`config.mk`:
```
export PLATFORM = sky130hd
export DESIGN_NAME = mem_transfer_unit_flat
export DESIGN_NICKNAME = d
export VERILOG_FILES = /design/src/rtl/mem_transfer_unit_if.sv /design/src/rtl/mem_transfer_unit.sv /design/src/flat_wrapper.sv
export SDC_FILE = /design/constraint.sdc
export NUM_CORES = 1
export LEC_CHECK = 0
export CAP_MARGIN = 40
export CORE_MARGIN = 4
export CORE_UTILIZATION = 45
export DETAILED_ROUTE_END_ITERATION = 8
export PLACE_DENSITY = 0.68
export SETUP_SLACK_MARGIN = 0.1
export SYNTH_ARGS = -nofsm -noshare
export SYNTH_HDL_FRONTEND = slang
export SYNTH_SLANG_ARGS = --single-unit
export TNS_END_PERCENT = 10
```
`constraint.sdc`:
```
create_clock -name clk_i -period 6.03 [get_ports clk_i]
set_clock_uncertainty 0.15 [all_clocks]
set_input_delay 0.9045 -clock clk_i [delete_from_list [all_inputs] [get_ports clk_i]]
set_output_delay 0.9045 -clock clk_i [all_outputs]
set_load 0.02 [all_outputs]
```
`src/rtl/mem_transfer_unit_if.sv`:
```
// Bus bundle for mem_transfer_unit: arbiter handshake, UART byte streams and word memory port.
// master = the transfer unit, slave = the surrounding arbiter/UART/memory.
interface mem_transfer_unit_if #(
   parameter int WORD_BYTES = 4,
   parameter int ADDR_W     = 32,
   parameter int TGT_W      = 2
);
   logic                    grant_i;
   logic                    done_o;
   logic [TGT_W-1:0]        target_o;
   logic [7:0]              rx_data_i;
   logic                    rx_ready_i;
   logic [7:0]              tx_data_o;
   logic                    tx_start_o;
   logic                    tx_done_i;
   logic                    mem_we_o;
   logic                    mem_re_o;
   logic [ADDR_W-1:0]       mem_addr_o;
   logic [8*WORD_BYTES-1:0] mem_wdata_o;
   logic [8*WORD_BYTES-1:0] mem_rdata_i;

   modport master (
      input  grant_i, rx_data_i, rx_ready_i, tx_done_i, mem_rdata_i,
      output done_o, target_o, tx_data_o, tx_start_o,
             mem_we_o, mem_re_o, mem_addr_o, mem_wdata_o
   );

   modport slave (
      output grant_i, rx_data_i, rx_ready_i, tx_done_i, mem_rdata_i,
      input  done_o, target_o, tx_data_o, tx_start_o,
             mem_we_o, mem_re_o, mem_addr_o, mem_wdata_o
   );
endinterface

```
`src/rtl/mem_transfer_unit.sv`:
```
// UART-driven memory load/dump engine: command, word count, payload with XOR checksum,
// then a one-byte completion code. All outputs are registered.
module mem_transfer_unit #(
   parameter int         WORD_BYTES = 4,
   parameter int         ADDR_W     = 32,
   parameter int         COUNT_W    = 16,
   parameter int         TGT_W      = 2,
   parameter logic [7:0] ACK_OK     = 8'hF1,
   parameter logic [7:0] ACK_ERR    = 8'hE1
) (
   input logic                clk_i,
   input logic                rst_i,
   mem_transfer_unit_if.master bus
);
   localparam int WORD_W = 8 * WORD_BYTES;
   localparam int CNT_BYTES = COUNT_W / 8;
   localparam int BI_W = (WORD_BYTES > 1) ? $clog2(WORD_BYTES) : 1;
   localparam int CI_W = (CNT_BYTES > 1) ? $clog2(CNT_BYTES) : 1;

   typedef enum logic [3:0] {
      S_IDLE, S_CMD, S_CNT, S_RX_BYTE, S_WRITE, S_RX_CSUM, S_READ,
      S_TX_BYTE, S_TX_WAIT, S_TX_CSUM, S_CSUM_WAIT, S_ACK, S_ACK_WAIT, S_DONE
   } state_t;

   state_t              state_reg;
   logic                mode_reg;
   logic                ok_reg;
   logic [TGT_W-1:0]    target_reg;
   logic [COUNT_W-1:0]  count_reg;
   logic [COUNT_W-1:0]  words_reg;
   logic [CI_W-1:0]     cnt_idx_reg;
   logic [BI_W-1:0]     byte_idx_reg;
   logic [WORD_W-1:0]   word_reg;
   logic [7:0]          csum_reg;
   logic [ADDR_W-1:0]   addr_reg;
   logic                done_reg, mem_we_reg, mem_re_reg, tx_start_reg;
   logic [7:0]          tx_data_reg;
   logic [WORD_W-1:0]   mem_wdata_reg;

   logic [COUNT_W-1:0]  count_next;
   logic [COUNT_W-1:0]  words_next;
   logic [WORD_W-1:0]   word_next;
   logic [WORD_W-1:0]   tx_word;
   logic [7:0]          tx_bytes [WORD_BYTES];
   logic [7:0]          tx_byte;
   logic                last_byte;
   logic                last_cnt_byte;

   generate
      if (COUNT_W > 8) begin : g_cnt_wide
         assign count_next = {count_reg[COUNT_W-9:0], bus.rx_data_i};
      end else begin : g_cnt_narrow
         assign count_next = bus.rx_data_i;
      end
   endgenerate

   // Byte 0 of a dumped word comes straight from the memory read port; later bytes from the capture.
   assign tx_word = (byte_idx_reg == '0) ? bus.mem_rdata_i : word_reg;

   generate
      for (genvar gi = 0; gi < WORD_BYTES; gi++) begin : g_lanes
         assign word_next[8*gi +: 8] = (byte_idx_reg == BI_W'(gi)) ? bus.rx_data_i
                                                                    : word_reg[8*gi +: 8];
         assign tx_bytes[gi] = tx_word[8*gi +: 8];
      end
   endgenerate

   assign tx_byte       = tx_bytes[byte_idx_reg];
   assign words_next    = words_reg + 1'b1;
   assign last_byte     = (byte_idx_reg == BI_W'(WORD_BYTES - 1));
   assign last_cnt_byte = (cnt_idx_reg == CI_W'(CNT_BYTES - 1));

   always_ff @(posedge clk_i or posedge rst_i) begin
      if (rst_i) begin
         state_reg     <= S_IDLE;
         mode_reg      <= 1'b0;
         ok_reg        <= 1'b0;
         target_reg    <= '0;
         count_reg     <= '0;
         words_reg     <= '0;
         cnt_idx_reg   <= '0;
         byte_idx_reg  <= '0;
         word_reg      <= '0;
         csum_reg      <= '0;
         addr_reg      <= '0;
         done_reg      <= 1'b0;
         mem_we_reg    <= 1'b0;
         mem_re_reg    <= 1'b0;
         tx_start_reg  <= 1'b0;
         tx_data_reg   <= '0;
         mem_wdata_reg <= '0;
      end else begin
         mem_we_reg   <= 1'b0;
         mem_re_reg   <= 1'b0;
         tx_start_reg <= 1'b0;
         if (!bus.grant_i && state_reg != S_IDLE && state_reg != S_DONE) begin
            state_reg <= S_IDLE;
            done_reg  <= 1'b0;
         end else begin
            case (state_reg)
               S_IDLE: if (bus.grant_i) begin
                  addr_reg     <= '0;
                  words_reg    <= '0;
                  count_reg    <= '0;
                  cnt_idx_reg  <= '0;
                  byte_idx_reg <= '0;
                  csum_reg     <= '0;
                  state_reg    <= S_CMD;
               end
               S_CMD: if (bus.rx_ready_i) begin
                  mode_reg   <= bus.rx_data_i[0];
                  target_reg <= bus.rx_data_i[TGT_W:1];
                  state_reg  <= S_CNT;
               end
               S_CNT: if (bus.rx_ready_i) begin
                  count_reg   <= count_next;
                  cnt_idx_reg <= cnt_idx_reg + 1'b1;
                  if (last_cnt_byte) begin
                     cnt_idx_reg <= '0;
                     if (count_next == '0) begin
                        ok_reg    <= 1'b1;
                        state_reg <= S_ACK;
                     end else if (mode_reg) begin
                        mem_re_reg <= 1'b1;
                        state_reg  <= S_READ;
                     end else begin
                        state_reg <= S_RX_BYTE;
                     end
                  end
               end
               S_RX_BYTE: if (bus.rx_ready_i) begin
                  word_reg     <= word_next;
                  csum_reg     <= csum_reg ^ bus.rx_data_i;
                  byte_idx_reg <= byte_idx_reg + 1'b1;
                  if (last_byte) begin
                     byte_idx_reg  <= '0;
                     mem_wdata_reg <= word_next;
                     mem_we_reg    <= 1'b1;
                     state_reg     <= S_WRITE;
                  end
               end
               S_WRITE: begin
                  addr_reg  <= addr_reg + 1'b1;
                  words_reg <= words_next;
                  state_reg <= (words_next == count_reg) ? S_RX_CSUM : S_RX_BYTE;
               end
               S_RX_CSUM: if (bus.rx_ready_i) begin
                  ok_reg    <= (bus.rx_data_i == csum_reg);
                  state_reg <= S_ACK;
               end
               S_READ: state_reg <= S_TX_BYTE;
               S_TX_BYTE: begin
                  if (byte_idx_reg == '0) word_reg <= bus.mem_rdata_i;
                  tx_data_reg  <= tx_byte;
                  tx_start_reg <= 1'b1;
                  csum_reg     <= csum_reg ^ tx_byte;
                  state_reg    <= S_TX_WAIT;
               end
               S_TX_WAIT: if (bus.tx_done_i) begin
                  if (last_byte) begin
                     byte_idx_reg <= '0;
                     addr_reg     <= addr_reg + 1'b1;
                     words_reg    <= words_next;
                     if (words_next == count_reg) begin
                        state_reg <= S_TX_CSUM;
                     end else begin
                        mem_re_reg <= 1'b1;
                        state_reg  <= S_READ;
                     end
                  end else begin
                     byte_idx_reg <= byte_idx_reg + 1'b1;
                     state_reg    <= S_TX_BYTE;
                  end
               end
               S_TX_CSUM: begin
                  tx_data_reg  <= csum_reg;
                  tx_start_reg <= 1'b1;
                  state_reg    <= S_CSUM_WAIT;
               end
               S_CSUM_WAIT: if (bus.tx_done_i) begin
                  ok_reg    <= 1'b1;
                  state_reg <= S_ACK;
               end
               S_ACK: begin
                  tx_data_reg  <= ok_reg ? ACK_OK : ACK_ERR;
                  tx_start_reg <= 1'b1;
                  state_reg    <= S_ACK_WAIT;
               end
               S_ACK_WAIT: if (bus.tx_done_i) begin
                  done_reg  <= 1'b1;
                  state_reg <= S_DONE;
               end
               S_DONE: begin
                  done_reg <= bus.grant_i;
                  if (!bus.grant_i) state_reg <= S_IDLE;
               end
               default: state_reg <= S_IDLE;
            endcase
         end
      end
   end

   assign bus.done_o      = done_reg;
   assign bus.target_o    = target_reg;
   assign bus.tx_data_o   = tx_data_reg;
   assign bus.tx_start_o  = tx_start_reg;
   assign bus.mem_we_o    = mem_we_reg;
   assign bus.mem_re_o    = mem_re_reg;
   assign bus.mem_addr_o  = addr_reg;
   assign bus.mem_wdata_o = mem_wdata_reg;
endmodule

```
`src/flat_wrapper.sv`:
```
// flat-port wrapper written by rule: the top's interface ports become plain ports
module mem_transfer_unit_flat 
#(
   parameter int         WORD_BYTES = 4,
   parameter int         ADDR_W     = 32,
   parameter int         COUNT_W    = 16,
   parameter int         TGT_W      = 2,
   parameter logic [7:0] ACK_OK     = 8'hF1,
   parameter logic [7:0] ACK_ERR    = 8'hE1
)
  (clk_i, rst_i, bus_grant_i, bus_rx_data_i, bus_rx_ready_i, bus_tx_done_i, bus_mem_rdata_i, bus_done_o, bus_target_o, bus_tx_data_o, bus_tx_start_o, bus_mem_we_o, bus_mem_re_o, bus_mem_addr_o, bus_mem_wdata_o);
  mem_transfer_unit_if #(.WORD_BYTES(WORD_BYTES), .ADDR_W(ADDR_W), .TGT_W(TGT_W)) bus_i ();
  input logic clk_i;
  input logic rst_i;
  input wire logic [$bits(bus_i.grant_i)-1:0] bus_grant_i;
  input wire logic [$bits(bus_i.rx_data_i)-1:0] bus_rx_data_i;
  input wire logic [$bits(bus_i.rx_ready_i)-1:0] bus_rx_ready_i;
  input wire logic [$bits(bus_i.tx_done_i)-1:0] bus_tx_done_i;
  input wire logic [$bits(bus_i.mem_rdata_i)-1:0] bus_mem_rdata_i;
  output wire logic [$bits(bus_i.done_o)-1:0] bus_done_o;
  output wire logic [$bits(bus_i.target_o)-1:0] bus_target_o;
  output wire logic [$bits(bus_i.tx_data_o)-1:0] bus_tx_data_o;
  output wire logic [$bits(bus_i.tx_start_o)-1:0] bus_tx_start_o;
  output wire logic [$bits(bus_i.mem_we_o)-1:0] bus_mem_we_o;
  output wire logic [$bits(bus_i.mem_re_o)-1:0] bus_mem_re_o;
  output wire logic [$bits(bus_i.mem_addr_o)-1:0] bus_mem_addr_o;
  output wire logic [$bits(bus_i.mem_wdata_o)-1:0] bus_mem_wdata_o;
  assign bus_i.grant_i = bus_grant_i;
  assign bus_i.rx_data_i = bus_rx_data_i;
  assign bus_i.rx_ready_i = bus_rx_ready_i;
  assign bus_i.tx_done_i = bus_tx_done_i;
  assign bus_i.mem_rdata_i = bus_mem_rdata_i;
  assign bus_done_o = bus_i.done_o;
  assign bus_target_o = bus_i.target_o;
  assign bus_tx_data_o = bus_i.tx_data_o;
  assign bus_tx_start_o = bus_i.tx_start_o;
  assign bus_mem_we_o = bus_i.mem_we_o;
  assign bus_mem_re_o = bus_i.mem_re_o;
  assign bus_mem_addr_o = bus_i.mem_addr_o;
  assign bus_mem_wdata_o = bus_i.mem_wdata_o;
  mem_transfer_unit #(.WORD_BYTES(WORD_BYTES), .ADDR_W(ADDR_W), .COUNT_W(COUNT_W), .TGT_W(TGT_W), .ACK_OK(ACK_OK), .ACK_ERR(ACK_ERR)) u_core (.clk_i(clk_i), .rst_i(rst_i), .bus(bus_i));
endmodule
```
Word-level counts from Yosys, hierarchy flattened
Cells that the tools add are included.

Bitwise logic cells: 4. Add/sub/neg operators: 4. Magnitude comparators: 1. Reduce and logical (&&, ||, !) cells: 27. Mux-type cells: 75. Eq/ne operators: 39.

Operator list (count): 2-to-1 mux 32 bit (5); one-hot mux 32 bit (3 select lines) (1); 2-to-1 mux 16 bit (4); 2-to-1 mux 8 bit (8); one-hot mux 32 bit (2 select lines) (1); 2-to-1 mux 4 bit (15); one-hot mux 4 bit (14 select lines) (1); one-hot mux 16 bit (3 select lines) (1); one-hot mux 8 bit (3 select lines) (2); adder 32 x 1 -> 32 bit (second input constant) (1); one-hot mux 16 bit (2 select lines) (1); inequality test 3 x 2 -> 1 bit (second input constant) (9); == test 4 bit (second input constant) (6); 2-to-1 mux 1 bit (23); nonzero test 3 bit (6); adder 16 x 1 -> 16 bit (second input constant) (1); binary-select mux 8 bit (select 2 bit) (1); == test 16 bit (1); == test 4 x 3 -> 1 bit (second input constant) (4); logical NOT 16 bit (1); bitwise XOR 8 bit (2); inequality test 2 bit (second input constant) (6); AND reduction 4 bit (3); AND reduction 11 bit (1); other kinds (30) (46).

Bits of input ports: 45. Output and inout bits: 78. Logic and storage cells: 167. Register bits after elaboration: 159.

Depth between registers and ports, before layout
Gate-level depths: netlist of the first run.

Depth after elaboration: 7. Gate-level depth with buffers: 14. Gate-level depth less buffers: 9.

Worst setup path before layout of the first run
OpenSTA, ideal clock, no wires.

Kind: register to register. Start: register u_core.byte_idx_reg[1]. End: register u_core.csum_reg[7]. Period minus slack after synthesis: 3.370 ns. Cell stages (with the launch flop): 14. Slack: 2.660 ns. Data arrival time: 3.093 ns. Buffers on the path: 5. Setup time: 0.128 ns. Required time: 5.752 ns. Path through: dfrtp_1 > clkbuf_1 > inv_1 > clkbuf_1 > ha_1 > clkbuf_1 > buf_2 > buf_1 > a21oi_1 > mux4_2 > o21ai_0 > nand2_1 > nand3_1 > o21ai_0.

Word-level cells in the longest chain between the ends: 7. Elaborated cells between the ends (all ways): 8. Those cells by class: 5 x mux; 2 x bitwise; 1 x reduce/logical.

RTL lines: start, declared (line mem_transfer_unit.sv:32) `logic [BI_W-1:0] byte_idx_reg;`; start signal, assigned (line mem_transfer_unit.sv:134) `byte_idx_reg <= byte_idx_reg + 1'b1;`; start signal, assigned (line mem_transfer_unit.sv:171) `byte_idx_reg <= byte_idx_reg + 1'b1;`; logical NOT 2 bit (line mem_transfer_unit.sv:58) `assign tx_word = (byte_idx_reg == '0) ? bus.mem_rdata_i : word_reg;`; 2-to-1 mux 32 bit; binary-select mux 8 bit (select 2 bit) * (line mem_transfer_unit.sv:68) `assign tx_byte = tx_bytes[byte_idx_reg];`; 2-to-1 mux 8 bit (not written as such) * (2 in series) (line mem_transfer_unit.sv:68); bitwise XOR 8 bit * (line mem_transfer_unit.sv:156) `csum_reg <= csum_reg ^ tx_byte;`; one-hot mux 8 bit (3 select lines) * (line mem_transfer_unit.sv:100) `case (state_reg)`; end signal, assigned (line mem_transfer_unit.sv:133) `csum_reg <= csum_reg ^ bus.rx_data_i;`; end signal, assigned (line mem_transfer_unit.sv:156); end, declared (line mem_transfer_unit.sv:34) `logic [7:0] csum_reg;`.

Every way passes the cells marked *; elsewhere a longest branch is shown, timed or not. The select of a mux whose other input is x is not followed. A chain may end at the register's enable or synchronous reset.

Worst setup path after layout of the first run
Start: input port bus_grant_i. End: register u_core.addr_reg[20] (netlist: u_core.bus.mem_addr_o[20]).

Word-level cells in the longest chain between the ends: 5. Elaborated cells between the ends (all ways): 6. Those cells by class: 1 x eq/ne; 1 x bitwise; 4 x reduce/logical.

RTL lines: start, declared (line flat_wrapper.sv:15) `input wire logic [$bits(bus_i.grant_i)-1:0] bus_grant_i;`; logical NOT 1 bit (line mem_transfer_unit.sv:96) `if (!bus.grant_i && state_reg != S_IDLE && state_reg != S_DONE) begin`; logical AND 1 bit (2 in series) (line mem_transfer_unit.sv:96); inverter 1 bit (no line); AND reduction 5 bit (no line) *; end signal, assigned (line mem_transfer_unit.sv:143) `addr_reg <= addr_reg + 1'b1;`; end signal, assigned (line mem_transfer_unit.sv:162) `addr_reg <= addr_reg + 1'b1;`; end, declared (line mem_transfer_unit.sv:35) `logic [ADDR_W-1:0] addr_reg;`.

Every way passes the cells marked *; elsewhere a longest branch is shown, timed or not.

==> results.sh, run 1 <==
export IMPL_netlist_cell_type_count=61
export IMPL_grt_setup_unrepaired="false"
export IMPL_setup_viol=0
export IMPL_status="finished, final reports clean"
export IMPL_seq_area_um2=3979
export IMPL_drcViolationCount=0
export IMPL_clkTransAtPathRegs_ns=0.07
export IMPL_layout_commonest_cell="dfrtp_1"
export IMPL_syn2layout_area_growth_pct=22.20
export IMPL_multiInputGateArea_um2=4626
export IMPL_placed_area_um2=10370
export IMPL_grt_pass1_vias=7699
export IMPL_antenna_left=0
export IMPL_clock_path_buffers=2
export IMPL_finalHoldViolCount=0
export IMPL_min_period_ns=3.683
export IMPL_port_buffers=122
export IMPL_peakVddDrop_mv=0.2423
export IMPL_yosys_most_used_dff="dfrtp_1"
export IMPL_grt_max_degree=78
export IMPL_ioPinCount=123
export IMPL_cpMaxStageDelayCell="clkdlybuf4s50_1"
export IMPL_antenna_found_initial=0
export IMPL_maxCapViolations=0
export IMPL_synth_warnings=0
export IMPL_first_pass_iters=6
export IMPL_track_usage_pct=22.66
export IMPL_fin_ws_ns=2.347
export IMPL_cts_tree="built"
export IMPL_hold_buffers=0
export IMPL_netlist_area_um2=8962
export IMPL_setup_tns_ns=0
export IMPL_worst_path_largest_cell_delay_ns=0.82
export IMPL_critPathTopFamily="simple AND/OR/NAND/NOR gates"
export IMPL_cts_inserted_buffers=17
export IMPL_routed_wl_um=24740
export IMPL_crit_type="in -> reg"
export IMPL_cts_sinks=159
export IMPL_wire_per_inst_um=18.04
export IMPL_synthArstFlopShare_pct=100.0
export IMPL_synth_edf_count=0
export IMPL_seq_area_frac_synth_pct=44.39
export IMPL_routabilityCongestion=0.8866
export IMPL_final_area_um2=10950
export IMPL_num_rows=51
export IMPL_syn_avg_cell_area_um2=8.909
export IMPL_startpoint_type="input pin"
export IMPL_die_area_um2=22240
export IMPL_end_kind="register"
export IMPL_synth_seq_cells=159
export IMPL_post_route_period_util_pct=61.07
export IMPL_critPathMaxFanout=25
export IMPL_fp_dieH_um=149.1
export IMPL_cts_resized_gates=0
export IMPL_cts_root_buffer="clkbuf_16"
export IMPL_mostFrequentLayoutCells="dfrtp_1 (159), nor2_1 (132), clkdlybuf4s50_1 (122)"
export IMPL_core_area_um2=19530
export IMPL_arrival_ns=3.89
export IMPL_hold_ws_ns=0.3314
export IMPL_finalMaxSlewViolations=0
export IMPL_initial_utilization_pct=45.90
export IMPL_h_tree_depth=4
export IMPL_clock_latency_ns=0.43
export IMPL_overflow=0
export IMPL_tightest_slew_ns=0.8258
export IMPL_min_path_type="reg -> reg"
export IMPL_pre_cts_ws_ns=1.905
export IMPL_final_util_pct=56.09
export IMPL_syn_inst=1006
export IMPL_diodes=0
export IMPL_fillCellCount=1790
export IMPL_power_density_nw_per_um2=288.0
export IMPL_grt_pass1_wl_um=40400
export IMPL_critical_path_required_ns=6.23
export IMPL_syn_num_nets=1057
export IMPL_drtIter0Drc=844
export IMPL_vias=7846
export IMPL_power_leakage_nw=4.700
export IMPL_layout_drive_gt1_share_pct=8.951
export IMPL_fin_nets=1145
export IMPL_dp_hpwl_um=17100
export IMPL_path_buf_inv=1
export IMPL_cts_setup_buffers=0
export IMPL_rrSetupSlack_ns=2.46
export IMPL_relSlewSlack_pct=44.95
export IMPL_viasPerCell=5.723
export IMPL_fmax_mhz=271.5
export IMPL_path_cells="clkdlybuf4s50_1, a21oi_1, or3_1, or4_4, or3_1, a21oi_1"
export IMPL_die_w_um=149.1
==> cell usage after synthesis, drive strengths merged, types with 6 or more instances <==
| library cell | count | share of area [%] |
|---|---|---|
| mux2i | 34 | 3.8 |
| o22ai | 24 | 1.7 |
| nor4 | 10 | 0.84 |
| and3 | 6 | 0.42 |
| ha | 6 | 0.84 |
| a21oi | 94 | 5.2 |
| a21o | 10 | 0.84 |
| o211ai | 11 | 0.92 |
| nand3 | 21 | 1.2 |
| or4 | 6 | 0.54 |
| nand4 | 12 | 0.84 |
| nand2 | 117 | 4.9 |
| or3 | 13 | 0.91 |
| dfrtp | 159 | 44 |
| nor3 | 14 | 0.95 |
| o31a | 9 | 0.88 |
| buf | 16 | 0.98 |
| clkbuf | 51 | 2.1 |
| nor2b | 7 | 0.52 |
| xor2 | 28 | 2.7 |
| xnor2 | 29 | 2.8 |
| nor2 | 134 | 5.7 |
| o21ai | 68 | 3.8 |
| mux2 | 35 | 4.4 |
| inv | 25 | 1.0 |
==> logic make-up after synthesis <==
| family | after synthesis | synth area share, % |
|---|---|---|
| multiplexers | 73 | 9.200 |
| AO/OA/AOI/OAI | 252 | 16.57 |
| XOR/XNOR | 58 | 5.836 |
| buffers and inverters | 92 | 4.160 |
| flip-flops | 159 | 44.39 |
| AND/OR/NAND/NOR | 366 | 19.00 |
| adder cells (fa/ha/maj) | 6 | 0.8376 |
==> report_power, final <==
| group | leakage (nW) | internal (W) | switching (W) |
|---|---|---|---|
| Combinational | 2.25 | 0.000336 | 0.000465 |
| Clock | 0.269 | 0.000623 | 0.000456 |
| Sequential | 2.19 | 0.00116 | 0.000115 |
==> metrics by stage <==
step,power (W),instances
floorplan,0.001822,1006
global placement,0.002072,1336
detailed placement,0.002083,1340
CTS,0.003161,1371
global route,0.003309,1371
finish,0.003155,1371
==> path summary, 6_finish.rpt <==
check                                                         from                                     end  depth (start not counted)
min in group asynchronous                                    rst_i  u_core.bus.mem_wdata_o[25]$_DFFE_PP0P_                          2
max in group asynchronous                                    rst_i         u_core.word_reg[19]$_DFFE_PP0P_                          3
worst max-delay path                                   bus_grant_i   u_core.bus.mem_addr_o[20]$_DFFE_PP0P_                          6
worst max register to register  u_core.byte_idx_reg[1]$_DFFE_PP0P_   u_core.bus.mem_addr_o[20]$_DFFE_PP0P_                          7
worst min-delay path                u_core.word_reg[7]$_DFFE_PP0P_          u_core.word_reg[7]$_DFFE_PP0P_                          1
worst min register to register      u_core.word_reg[7]$_DFFE_PP0P_          u_core.word_reg[7]$_DFFE_PP0P_                          1
==> layer usage <==
layer	wire length, um	GRT usage [%]
met3	1647	4.801
met5	0	0
met4	583	7.872
met1	10990	31.68
met2	11510	35.19
==> cell type report <==
cell class / count / area share [%]
clock buffer: 20 / 4.079
clock inverter: 11 / 1.222
inverter: 25 / 0.9025
multi-input combinational: 755 / 42.24
sequential: 159 / 36.33
tap: 265 / 3.028
timing repair buffer: 136 / 12.20
No activity file was read; power rests on OpenSTA's default activity.
==> run 2, diff against run 1 <==
- clock period: 6.03 -> 3.9 ns (I/O delays scaled with it)
==> run 2 against run 1 <==
Compared with the run above: clock power is 60% higher; wire length is 0.56% higher; first-iteration DRC count is 4.5% lower; non-clock buffer count is 18 higher; global-route usage is 0.21 points lower; worst hold slack worse by 0.0085 ns.
==> results.sh, run 2 (same netlist as run 1, synthesis figures left out) <==
export IMPL_status="finished, final reports clean"
export IMPL_num_rows=51
export IMPL_dp_hpwl_um=17560
export IMPL_antenna_left=0
export IMPL_clock_latency_ns=0.44
export IMPL_end_kind="register"
export IMPL_clkTransAtPathRegs_ns=0.07
export IMPL_power_leakage_nw=4.816
export IMPL_antenna_found_initial=0
export IMPL_relSlewSlack_pct=45.85
export IMPL_hold_depth=1
export IMPL_finalHoldViolCount=0
export IMPL_startpoint_type="register"
export IMPL_mostFrequentLayoutCells="dfrtp_1 (159), nor2_1 (132), clkdlybuf4s50_1 (122)"
export IMPL_dp_cells=1358
export IMPL_grt_pass1_vias=7693
export IMPL_post_route_period_util_pct=77.19
export IMPL_track_usage_pct=22.45
export IMPL_setup_viol=0
export IMPL_power_w=0.004957
export IMPL_syn2layout_area_growth_pct=24.17
export IMPL_grt_max_degree=90
export IMPL_cts_setup_buffers=0
export IMPL_port_buffers=122
export IMPL_first_pass_iters=6
export IMPL_fmax_mhz=332.2
export IMPL_setup_tns_ns=0
export IMPL_seq_area_um2=3979
export IMPL_cts_root_buffer="clkbuf_16"
export IMPL_grt_pass1_wl_um=40050
export IMPL_worst_path_largest_cell_delay_ns=0.79
export IMPL_path_cells="or4b_1, a21oi_1, or3_1, buf_4, nor3_1, nand4_1, xor2_1, nor2_1"
export IMPL_crit_type="reg -> reg"
export IMPL_arrival_ns=3.17
export IMPL_cts_sinks=159
export IMPL_routed_wl_um=24880
export IMPL_die_area_um2=22240
export IMPL_tightest_slew_ns=0.8123
export IMPL_fp_dieH_um=149.1
export IMPL_layout_cells_non_filler=1390
export IMPL_final_area_um2=11130
export IMPL_reg2reg_depth=8
export IMPL_critical_path_required_ns=4.06
export IMPL_placed_area_um2=10520
export IMPL_initial_utilization_pct=45.90
export IMPL_core_area_um2=19530
export IMPL_layout_drive_gt1_share_pct=10.67
export IMPL_fillCellCount=1796
export IMPL_finalMaxSlewViolations=0
export IMPL_diodes=0
export IMPL_routabilityCongestion=0.9169
export IMPL_multiInputGateArea_um2=4626
export IMPL_cts_resized_gates=0
export IMPL_grt_setup_unrepaired="false"
export IMPL_min_path_type="reg -> reg"
export IMPL_cts_tree="built"
export IMPL_fin_nets=1163
export IMPL_drtIter0Drc=806
export IMPL_cts_inserted_buffers=17
export IMPL_final_util_pct=56.99
export IMPL_maxCapViolations=0
export IMPL_ioPinCount=123
export IMPL_drcViolationCount=0
export IMPL_peakVddDrop_mv=0.3417
export IMPL_viasPerCell=5.736
export IMPL_vias=7973
export IMPL_die_w_um=149.1
export IMPL_min_period_ns=3.010
export IMPL_overflow=0
export IMPL_critPathMaxFanout=24
export IMPL_cpMaxStageDelayCell="dfrtp_1"
export IMPL_h_tree_depth=4
export IMPL_power_density_nw_per_um2=445.4
export IMPL_layout_commonest_cell="dfrtp_1"
export IMPL_hold_buffers=0
export IMPL_clock_path_buffers=2
export IMPL_wire_per_inst_um=17.90
## run 2: changes by cell type in the layout (fill, tap and decap cells not counted), sizes merged
cell      before  now
buf           14   32
clkbuf        20   18
clkinvlp       4    2
inv           27   33
clkinv         3    2
## run 2: report_power, final
group | internal (W) | leakage (nW) | switching, W
Combinational | 0.000537 | 2.33 | 0.000716
Clock | 0.000985 | 0.297 | 0.000747
Sequential | 0.00179 | 2.19 | 0.000180
Total | 0.00331 | 4.82 | 0.00164
## run 2: critical path: cells and delay by family, from the launching register on
kind	cells	cell delay (ns)
AND/OR/NAND/NOR	5	1.45
flip-flops	1	0.79
buffers and inverters	1	0.22
XOR/XNOR	1	0.17
AO/OA/AOI/OAI	1	0.09
## run 2: path summary, 6_finish.rpt
| check | to | slack, ns | start |
|---|---|---|---|
| setup / recovery | u_core.bus.mem_addr_o[10]$_DFFE_PP0P_ | 0.89 | u_core.state_reg[1]$_DFFE_PP0P_ |
| setup reg to reg | u_core.bus.mem_addr_o[10]$_DFFE_PP0P_ | 0.89 | u_core.state_reg[1]$_DFFE_PP0P_ |
| min in group asynchronous | u_core.bus.mem_wdata_o[27]$_DFFE_PP0P_ | 0.43 | rst_i |
| hold / removal | u_core.word_reg[7]$_DFFE_PP0P_ | 0.32 | u_core.word_reg[7]$_DFFE_PP0P_ |
| max in group asynchronous | u_core.word_reg[24]$_DFFE_PP0P_ | 2.31 | rst_i |
| hold reg to reg | u_core.word_reg[7]$_DFFE_PP0P_ | 0.32 | u_core.word_reg[7]$_DFFE_PP0P_ |
## run 2: per-layer routing
layer	track usage (%)	part of all wire, %
met4	6.636	2.1
met3	3.646	6.1
met1	31.32	45
met5	0	0
met2	36.32	47
## run 2: metrics by stage
step | hold slack (ns) | worst slack (ns)
detailed placement | 0.3074 | 0.6441
floorplan | 0.2915 | 0.5297
global placement | 0.3008 | 0.7086
finish | 0.3229 | 0.8895
global route | 0.3448 | 0.6672
CTS | 0.3234 | 0.9314
## run 2: cell type report
class / instances / share of cell area [%]
timing repair buffer: 154 / 13.36
multi-input combinational: 755 / 41.57
clock buffer: 18 / 3.946
tap: 265 / 2.980
inverter: 25 / 0.8770
clock inverter: 14 / 1.518
sequential: 159 / 35.75
